==> src/rtl/writeback_unit.sv <==
// Write-back stage: small in-order result queue feeding the integer RF write port.
// Optional WB_BYPASS_EN adds a combinational youngest-match lookup into the queue.
`ifndef DATA_WIDTH
`define DATA_WIDTH 32
`endif

module writeback_unit #(
  parameter int DATA_WIDTH = `DATA_WIDTH,
  parameter int DEPTH      = 4,
  parameter int RF_ADDR_W  = 5,
  parameter int CNT_W      = 32
) (
  input  logic                   clk,
  input  logic                   reset,
  input  logic                   exe_valid_in,
  input  logic [DATA_WIDTH-1:0]  exe_result,
  input  logic [RF_ADDR_W-1:0]   exe_rd,
  output logic                   exe_ready,
  input  logic                   system_stall,
  input  logic                   rf_wr_ready,
  output logic                   rf_wr_en,
  output logic [RF_ADDR_W-1:0]   rf_wr_addr,
  output logic [DATA_WIDTH-1:0]  rf_wr_data,
  output logic [$clog2(DEPTH):0] wb_occupancy,
  output logic [CNT_W-1:0]       retire_cnt,
  output logic                   wb_overflow
`ifdef WB_BYPASS_EN
  ,
  input  logic [RF_ADDR_W-1:0]   byp_rd_query,
  output logic                   byp_valid,
  output logic [RF_ADDR_W-1:0]   byp_rd,
  output logic [DATA_WIDTH-1:0]  byp_data
`endif
);

  localparam int PTR_W = $clog2(DEPTH);
  localparam int OCC_W = PTR_W + 1;

  typedef struct packed {
    logic [RF_ADDR_W-1:0]  rd;
    logic [DATA_WIDTH-1:0] data;
  } wb_entry_t;

  wb_entry_t [DEPTH-1:0] mem_q, mem_d;
  logic [PTR_W-1:0]      wr_ptr_q, wr_ptr_d;
  logic [PTR_W-1:0]      rd_ptr_q, rd_ptr_d;
  logic [OCC_W-1:0]      occ_q, occ_d;
  logic [CNT_W-1:0]      retire_q, retire_d;
  logic                  ovf_q, ovf_d;

  logic      empty, accept, push, x0_drop, pop;
  wb_entry_t head;

  always_comb begin
    mem_d    = mem_q;
    wr_ptr_d = wr_ptr_q;
    rd_ptr_d = rd_ptr_q;

    // Readiness comes only from registered occupancy: no same-cycle pass-through.
    exe_ready = (occ_q != OCC_W'(DEPTH));
    empty     = (occ_q == '0);
    accept    = exe_valid_in && exe_ready;
    push      = accept && (exe_rd != '0);
    x0_drop   = accept && (exe_rd == '0);

    head       = mem_q[rd_ptr_q];
    rf_wr_en   = !empty && !system_stall;
    rf_wr_addr = empty ? '0 : head.rd;
    rf_wr_data = empty ? '0 : head.data;
    pop        = rf_wr_en && rf_wr_ready;

    if (push) begin
      mem_d[wr_ptr_q] = '{rd: exe_rd, data: exe_result};
      wr_ptr_d        = wr_ptr_q + PTR_W'(1);
    end
    if (pop)
      rd_ptr_d = rd_ptr_q + PTR_W'(1);

    occ_d    = occ_q + OCC_W'(push) - OCC_W'(pop);
    retire_d = retire_q + CNT_W'(pop) + CNT_W'(x0_drop);
    ovf_d    = ovf_q || (exe_valid_in && !exe_ready);
  end

  always_ff @(posedge clk) begin
    if (reset) begin
      mem_q    <= '0;
      wr_ptr_q <= '0;
      rd_ptr_q <= '0;
      occ_q    <= '0;
      retire_q <= '0;
      ovf_q    <= 1'b0;
    end else begin
      mem_q    <= mem_d;
      wr_ptr_q <= wr_ptr_d;
      rd_ptr_q <= rd_ptr_d;
      occ_q    <= occ_d;
      retire_q <= retire_d;
      ovf_q    <= ovf_d;
    end
  end

  assign wb_occupancy = occ_q;
  assign retire_cnt   = retire_q;
  assign wb_overflow  = ovf_q;

`ifdef WB_BYPASS_EN
  logic [PTR_W-1:0] byp_idx;

  // Walk oldest to newest so the last hit is the youngest; registered entries only.
  always_comb begin
    byp_valid = 1'b0;
    byp_rd    = '0;
    byp_data  = '0;
    byp_idx   = '0;
    for (int i = 0; i < DEPTH; i++) begin
      byp_idx = rd_ptr_q + PTR_W'(i);
      if ((OCC_W'(i) < occ_q) && (byp_rd_query != '0) &&
          (mem_q[byp_idx].rd == byp_rd_query)) begin
        byp_valid = 1'b1;
        byp_rd    = mem_q[byp_idx].rd;
        byp_data  = mem_q[byp_idx].data;
      end
    end
  end
`endif

endmodule

==> config.mk <==
export PLATFORM = sky130hd
export DESIGN_NAME = writeback_unit
export DESIGN_NICKNAME = d
export VERILOG_FILES = /design/src/rtl/writeback_unit.sv
export SDC_FILE = /design/constraint.sdc
export NUM_CORES = 1
export LEC_CHECK = 0
export ABC_AREA = 1
export CAP_MARGIN = 0
export CORE_ASPECT_RATIO = 0.6
export CORE_MARGIN = 2
export CORE_UTILIZATION = 56
export CTS_CLUSTER_SIZE = 8
export DETAILED_ROUTE_END_ITERATION = 10
export PLACE_DENSITY = 0.81
export SLEW_MARGIN = 20
export SYNTH_ARGS = -nofsm -noshare
export SYNTH_HDL_FRONTEND = slang
export SYNTH_SLANG_ARGS = --single-unit
==> constraint.sdc <==
create_clock -name clk -period 2.95 [get_ports clk]
set_input_delay 0.59 -clock clk [delete_from_list [all_inputs] [get_ports clk]]
set_output_delay 0.59 -clock clk [all_outputs]
set_load 0.01 [all_outputs]
==> results of run 1 <==
==> cells by family after synthesis <==
group / after synthesis / synth area share
and+or+nand+nor: 778 / 0.326
AOI/OAI and AO/OA: 222 / 0.120
DFF: 188 / 0.407
buffers and inverters: 270 / 0.129
adders and majority gates: 9 / 0.0138
xor gates and xnor gates: 4 / 0.00379
==> power groups by stage <==
stage / Sequential, mW / Combinational [mW] / Clock (mW)
3_3_place_gp: 2.98 / 2.27 / 0
6_report: 2.94 / 2.35 / 2.21
4_1_cts: 2.94 / 2.33 / 2.24
3_5_place_dp: 2.99 / 2.30 / 0
5_1_grt: 2.97 / 2.62 / 2.35
2_1_floorplan: 2.98 / 1.43 / 0
==> path summary, 6_finish.rpt <==
path,start,end,slack [ps],depth (start not counted)
setup / recovery,exe_rd[4],retire_cnt[20]$_SDFF_PP0_,100,15
hold / removal,wb_overflow$_SDFF_PP0_,wb_overflow$_SDFF_PP0_,460,2
setup reg to reg,wb_occupancy[1]$_SDFF_PP0_,retire_cnt[20]$_SDFF_PP0_,350,15
hold reg to reg,wb_overflow$_SDFF_PP0_,wb_overflow$_SDFF_PP0_,460,2
==> flip-flops by register name, indices dropped and copies added, names as in the netlist <==
name	cells
wb_occupancy	3
retire_cnt	32
wr_ptr_q	2
mem_q	148
rd_ptr_q	2
wb_overflow	1
==> Yosys cell counts, types with 4 or more instances <==
cell      count  area (µm²)
clkbuf_1     28         105
a21oi_1     135         676
inv_1       189         709
buf_2        15        75.1
nand3_1      18        90.1
nor2_1      375        1410
buf_1         9        33.8
dfxtp_1     188        3760
ha_1          7        87.6
o21ai_0      86         430
buf_6        16         180
nand3_2       4        40.0
nand2_1     369        1390
buf_4        12        90.1
==> layout make-up <==
| cell class | instances | area, µm² |
|---|---|---|
| flip-flops and latches | 188 | 3760 |
| repair buffers | 156 | 1570 |
| clock inverters | 14 | 130 |
| clock buffers | 18 | 439 |
| well taps | 209 | 262 |
| multi-input cells | 1013 | 4310 |
| fillers | 1389 | 5020 |
| inverters | 190 | 718 |
==> per-stage QoR <==
stage	cell area [µm²]	setup TNS [ps]	hold slack (ps)	utilization
CTS	11200	0	458	0.689
global placement	10600	-2840	443	0.654
floorplan	9250	0	474	-
finish	11200	0	460	0.691
global route	11200	-0.168	481	0.691
detailed placement	10600	-4740	446	0.654
==> what timing repair did <==
item,4_1_cts,5_1_grt
resized for setup,0,9
setup buffers,0,0
setup endpoints to repair,0,17
==> worst max-delay path: stages <==
cell and delay [ps]:
clkdlybuf4s50_1 460, nor2_4 160, nand4_4 90, or2_2 290, fa_1 380, inv_1 90, ha_1 180, nand2_1 100
nor2_2 160, nand2_2 140, nor2_2 190, buf_4 170, nand3_1 70, nand2_1 60, nor2_1 40
==> per-layer routing <==
metal	track usage	vias to the layer above
li1	-	4636
met1	0.394	3962
met3	0.0512	16
met5	0	-
met4	0.0525	0
met2	0.401	330
==> cell usage in the layout, fill, tap and decap left out, types with 3 or more instances in the layout <==
| cell | instances |
|---|---|
| ha_1 | 7 |
| dfxtp_1 | 187 |
| nor2_2 | 4 |
| clkinv_4 | 6 |
| clkdlybuf4s50_1 | 116 |
| buf_12 | 9 |
| inv_1 | 187 |
| xor2_1 | 3 |
| nand2_1 | 368 |
| clkbuf_16 | 17 |
| nand3_2 | 4 |
| o21ai_0 | 86 |
| a21oi_1 | 133 |
| buf_4 | 31 |
| nand3_1 | 18 |
| inv_8 | 4 |
| nor2_1 | 372 |
==> results.txt, run 1 <==
outcome - complete, no violations
clk sink count - 188
Tcrit/Tclk final - 0.966
Worst-Margin Slew - 620 ps
CTS HTree Levels - 4
TritonCTS clock tree - done
gpl congestion - 0.916
Layout Cells excl Fill - 1,788
Starting Density - 0.570
VDD IR max - 0.395 mV
Port Buffers - 116
Ports - 117
router iterations before antenna repair - 5
ANT nets after route - 0
Leak - 5.27 nW
placed cell count - 1,756
Critical Path RT - 3270 ps
first-pass GRT wire length - 38.1 mm
Final Setup Violations - 0
critical path type - in2reg
Worst-Skew Late Latency - 430 ps
Relative slew margins - 0.587
grt ovf - 0
Cell Pwr Density - 670 mW/mm²
synthesized area per cell - 6.29 µm²
Final nets - 1,617
DR WL/cell - 13.1 µm
synth warn - 0
TritonCTS Buffers - 17
clock-pin slew on the worst setup and hold paths - 80 ps
#FFs+latches synth - 188
Die H - 104 µm
final setup margin - 101 ps
Hold Vio Cnt, Final - 0
Worst Skew - 11.4 ps
Residual DRC - 0
post-synth cell types - 27
initial antenna violation count - 0
top layer in use - met4
Final HPWL DP - 15.0 mm
Area Overhead vs Synth - 21.1%
Sw Share - 0.343
Core Region - 0.0162 mm²
Max-Cap Viols - 0
min Tclk post-route - 2850 ps
hold buffer count at cts - 0
Int Power - 4.93 mW
met1 WL - 11.3 mm
DRT Wirelength - 23.4 mm
worst min path class - reg2reg
diode count - 0
synthesized net count - 1,522
CP Data Arrival Time - 3170 ps
Worst Setup Slack post-DPL - -373 ps
Clock Power Share - 0.295
Logic pwr share - 0.314
sequential fraction of the synthesis area - 0.407
total power draw - 7.51 mW
Via density - 5.00
sequential share of power - 0.392
largest net degree at the start of global routing - 75
Slew Viols, Final - 0
total number of vias - 8,944
Worst Path Max Fanout - 6
deepest clock path buffer count - 2
Cells after Synth - 1,471
row count - 36
Root Driver - clkbuf_16
crit start category - input pin
crit end category - flop
Max Clock Freq - 351 MHz
switching power - 2.58 mW
Detail Route met2 WL - 10.2 mm
main flop type after synthesis - dfxtp_1
vias in the first global route - 7,693
share of cells above drive strength 1 - 0.0583
Total GRT Usage - 0.265
Die W - 170 µm
Post-synth ARST share - 0
Detailed Route Iter0 Violations - 866
Post-synth EDFFs - 0
die area - 0.0176 mm²
wire length on met3 - 1.74 mm
Synth Cell Area - 0.00925 mm²
Power figures use the tool's default switching activity.
==> inputs of run 2 (changes only) <==
--- a/config.mk
+++ b/config.mk
@@ -10,9 +10,8 @@
 export CORE_ASPECT_RATIO = 0.6
 export CORE_MARGIN = 2
 export CORE_UTILIZATION = 56
-export CTS_CLUSTER_SIZE = 8
 export DETAILED_ROUTE_END_ITERATION = 10
-export PLACE_DENSITY = 0.81
+export PLACE_DENSITY = 0.87
 export SLEW_MARGIN = 20
 export SYNTH_ARGS = -nofsm -noshare
 export SYNTH_HDL_FRONTEND = slang
==> run 2 against run 1 <==
  * Total power up 1.9%
  * Die area unchanged
  * Maximum frequency down 1.3%
  * Register-to-register slack better by 80 ps
  * Setup slack worse by 37 ps
  * Core utilization about the same
  * Largest cell class unchanged
  * Non-clock buffer count down 2
==> results.txt, run 2 (same netlist as run 1, synthesis figures left out) <==
total number of vias - 9,034
M3 GR Usage - 0.0420
first-pass GRT wire length - 39.1 mm
crit start category - flop
total power draw - 7.65 mW
initial antenna violation count - 0
ANT nets after route - 0
Worst-Margin Slew - 617 ps
Hold Vio Cnt, Final - 0
Residual DRC - 0
register area - 0.00377 mm²
Ports - 117
most frequent cells in the layout - nor2_1, nand2_1, inv_1, dfxtp_1, a21oi_1
Tcrit/Tclk final - 0.978
Worst path max stage delay - 600 ps
GRT busiest layer - met2
CP Data Arrival Time - 2300 ps
Final HPWL DP - 15.2 mm
clk sink count - 188
cell mode on critical path - buf_12
share of cells above drive strength 1 - 0.0583
critical path type - reg2out
Cell Pwr Density - 683 mW/mm²
TritonCTS clock tree - done
Min-Delay Startpoint - wb_overflow$_SDFF_PP0_
Slew Viols, Final - 0
Max-Cap Viols - 0
Max Clock Freq - 347 MHz
final setup margin - 64.1 ps
Worst Skew - 15.5 ps
DR WL/cell - 13.3 µm
Worst Setup Slack post-DPL - -352 ps
clock-pin slew on the worst setup and hold paths - 80 ps
Starting Density - 0.570
VDD IR max - 0.365 mV
Worst Path Max Fanout - 16
largest net degree at the start of global routing - 75
Final nets - 1,615
router iterations before antenna repair - 7
vias in the first global route - 8,202
max reg flops - 148
crit end category - output pin
min Tclk post-route - 2890 ps
Root Driver - clkbuf_16
Die H - 104 µm
worst min path class - reg2reg
gpl congestion - 0.920
commonest non-fill, non-tap cell in the layout - nor2_1
grt ovf - 0
Critical Path RT - 2360 ps
outcome - complete, no violations
Core Region - 0.0162 mm²
Die W - 170 µm
worst path cell trace - nor2_2, nand2_1, clkinvlp_4, buf_12, buf_12, a21oi_1, clkdlybuf4s50_1
Via density - 5.06
deepest clock path buffer count - 2
GR Util met2 - 0.420
die area - 0.0176 mm²
fill count - 1,383
Worst-Skew Late Latency - 430 ps
CP Launch Point - wb_occupancy[1]$_SDFF_PP0_
Area Overhead vs Synth - 21.1%
diode count - 0
Total GRT Usage - 0.271
Final Setup Violations - 0
Relative slew margins - 0.589
RSZ-0062 raised after global routing - false
multi-input logic area - 0.00431 mm²
Detailed Route Iter0 Violations - 763
CP max-delay cell - clkdlybuf4s50_1
Largest Register - mem_q
R2R Path Start - wb_occupancy[1]$_SDFF_PP0_
Port Buffers - 116
Buf/Inv on CP - 4
CTS HTree Levels - 4
CP top delay family - buffers and inverters
Leak - 5.27 nW
TritonCTS Buffers - 17
row count - 36
DRT Wirelength - 23.8 mm
met1 Resource Use GR - 0.395
## run 2: area by class of cell
cell class / instances / area share
Tap cell: 209 / 0.0233
Clock inverter: 14 / 0.0113
Inverter: 190 / 0.0642
Clock buffer: 18 / 0.0392
Multi-Input combinational cell: 1013 / 0.385
Sequential cell: 188 / 0.336
Timing Repair Buffer: 154 / 0.141
## run 2: tightest hold or removal path, cell delays in order (launching register included)
cell,delay (ps)
dfxtp_1,310
inv_1,50
a21oi_1,50
## run 2: where the power goes
group	internal (mW)	switching [mW]	total [mW]
Sequential	2.82	0.121	2.94
Combinational	1.05	1.44	2.49
Clock	1.14	1.08	2.22
Total	5.01	2.64	7.65
## run 2: path summary, 6_finish.rpt
kind	end	slack (ps)	depth (start not counted)
min	wb_overflow$_SDFF_PP0_	450	2
max	rf_wr_data[24]	60	7
max reg2reg	retire_cnt[20]$_SDFF_PP0_	430	15
min reg2reg	wb_overflow$_SDFF_PP0_	450	2
## run 2: timing repair
item                       4_1_cts  5_1_grt
resized for setup                0       11
setup endpoints to repair        0       37
hold buffers                     0        0
setup buffers                    0        2
## run 2: per-stage QoR
step	cell area, µm²	util	hold slack, ps	TNS (ps)	cells
after floorplan	9250	-	474	0	1471
after detailed placement	10600	0.652	451	-3020	1752
after global placement	10600	0.652	439	-2590	1752
after global routing	11200	0.691	489	0	1786
final	11200	0.691	454	0	1786
after CTS	11100	0.687	462	0	1784
## run 2: layer usage
metal	vias to the layer above	share of wire
met5	-	0
met4	0	0.013
met3	32	0.076
met2	358	0.44
met1	4028	0.47
li1	4616	-
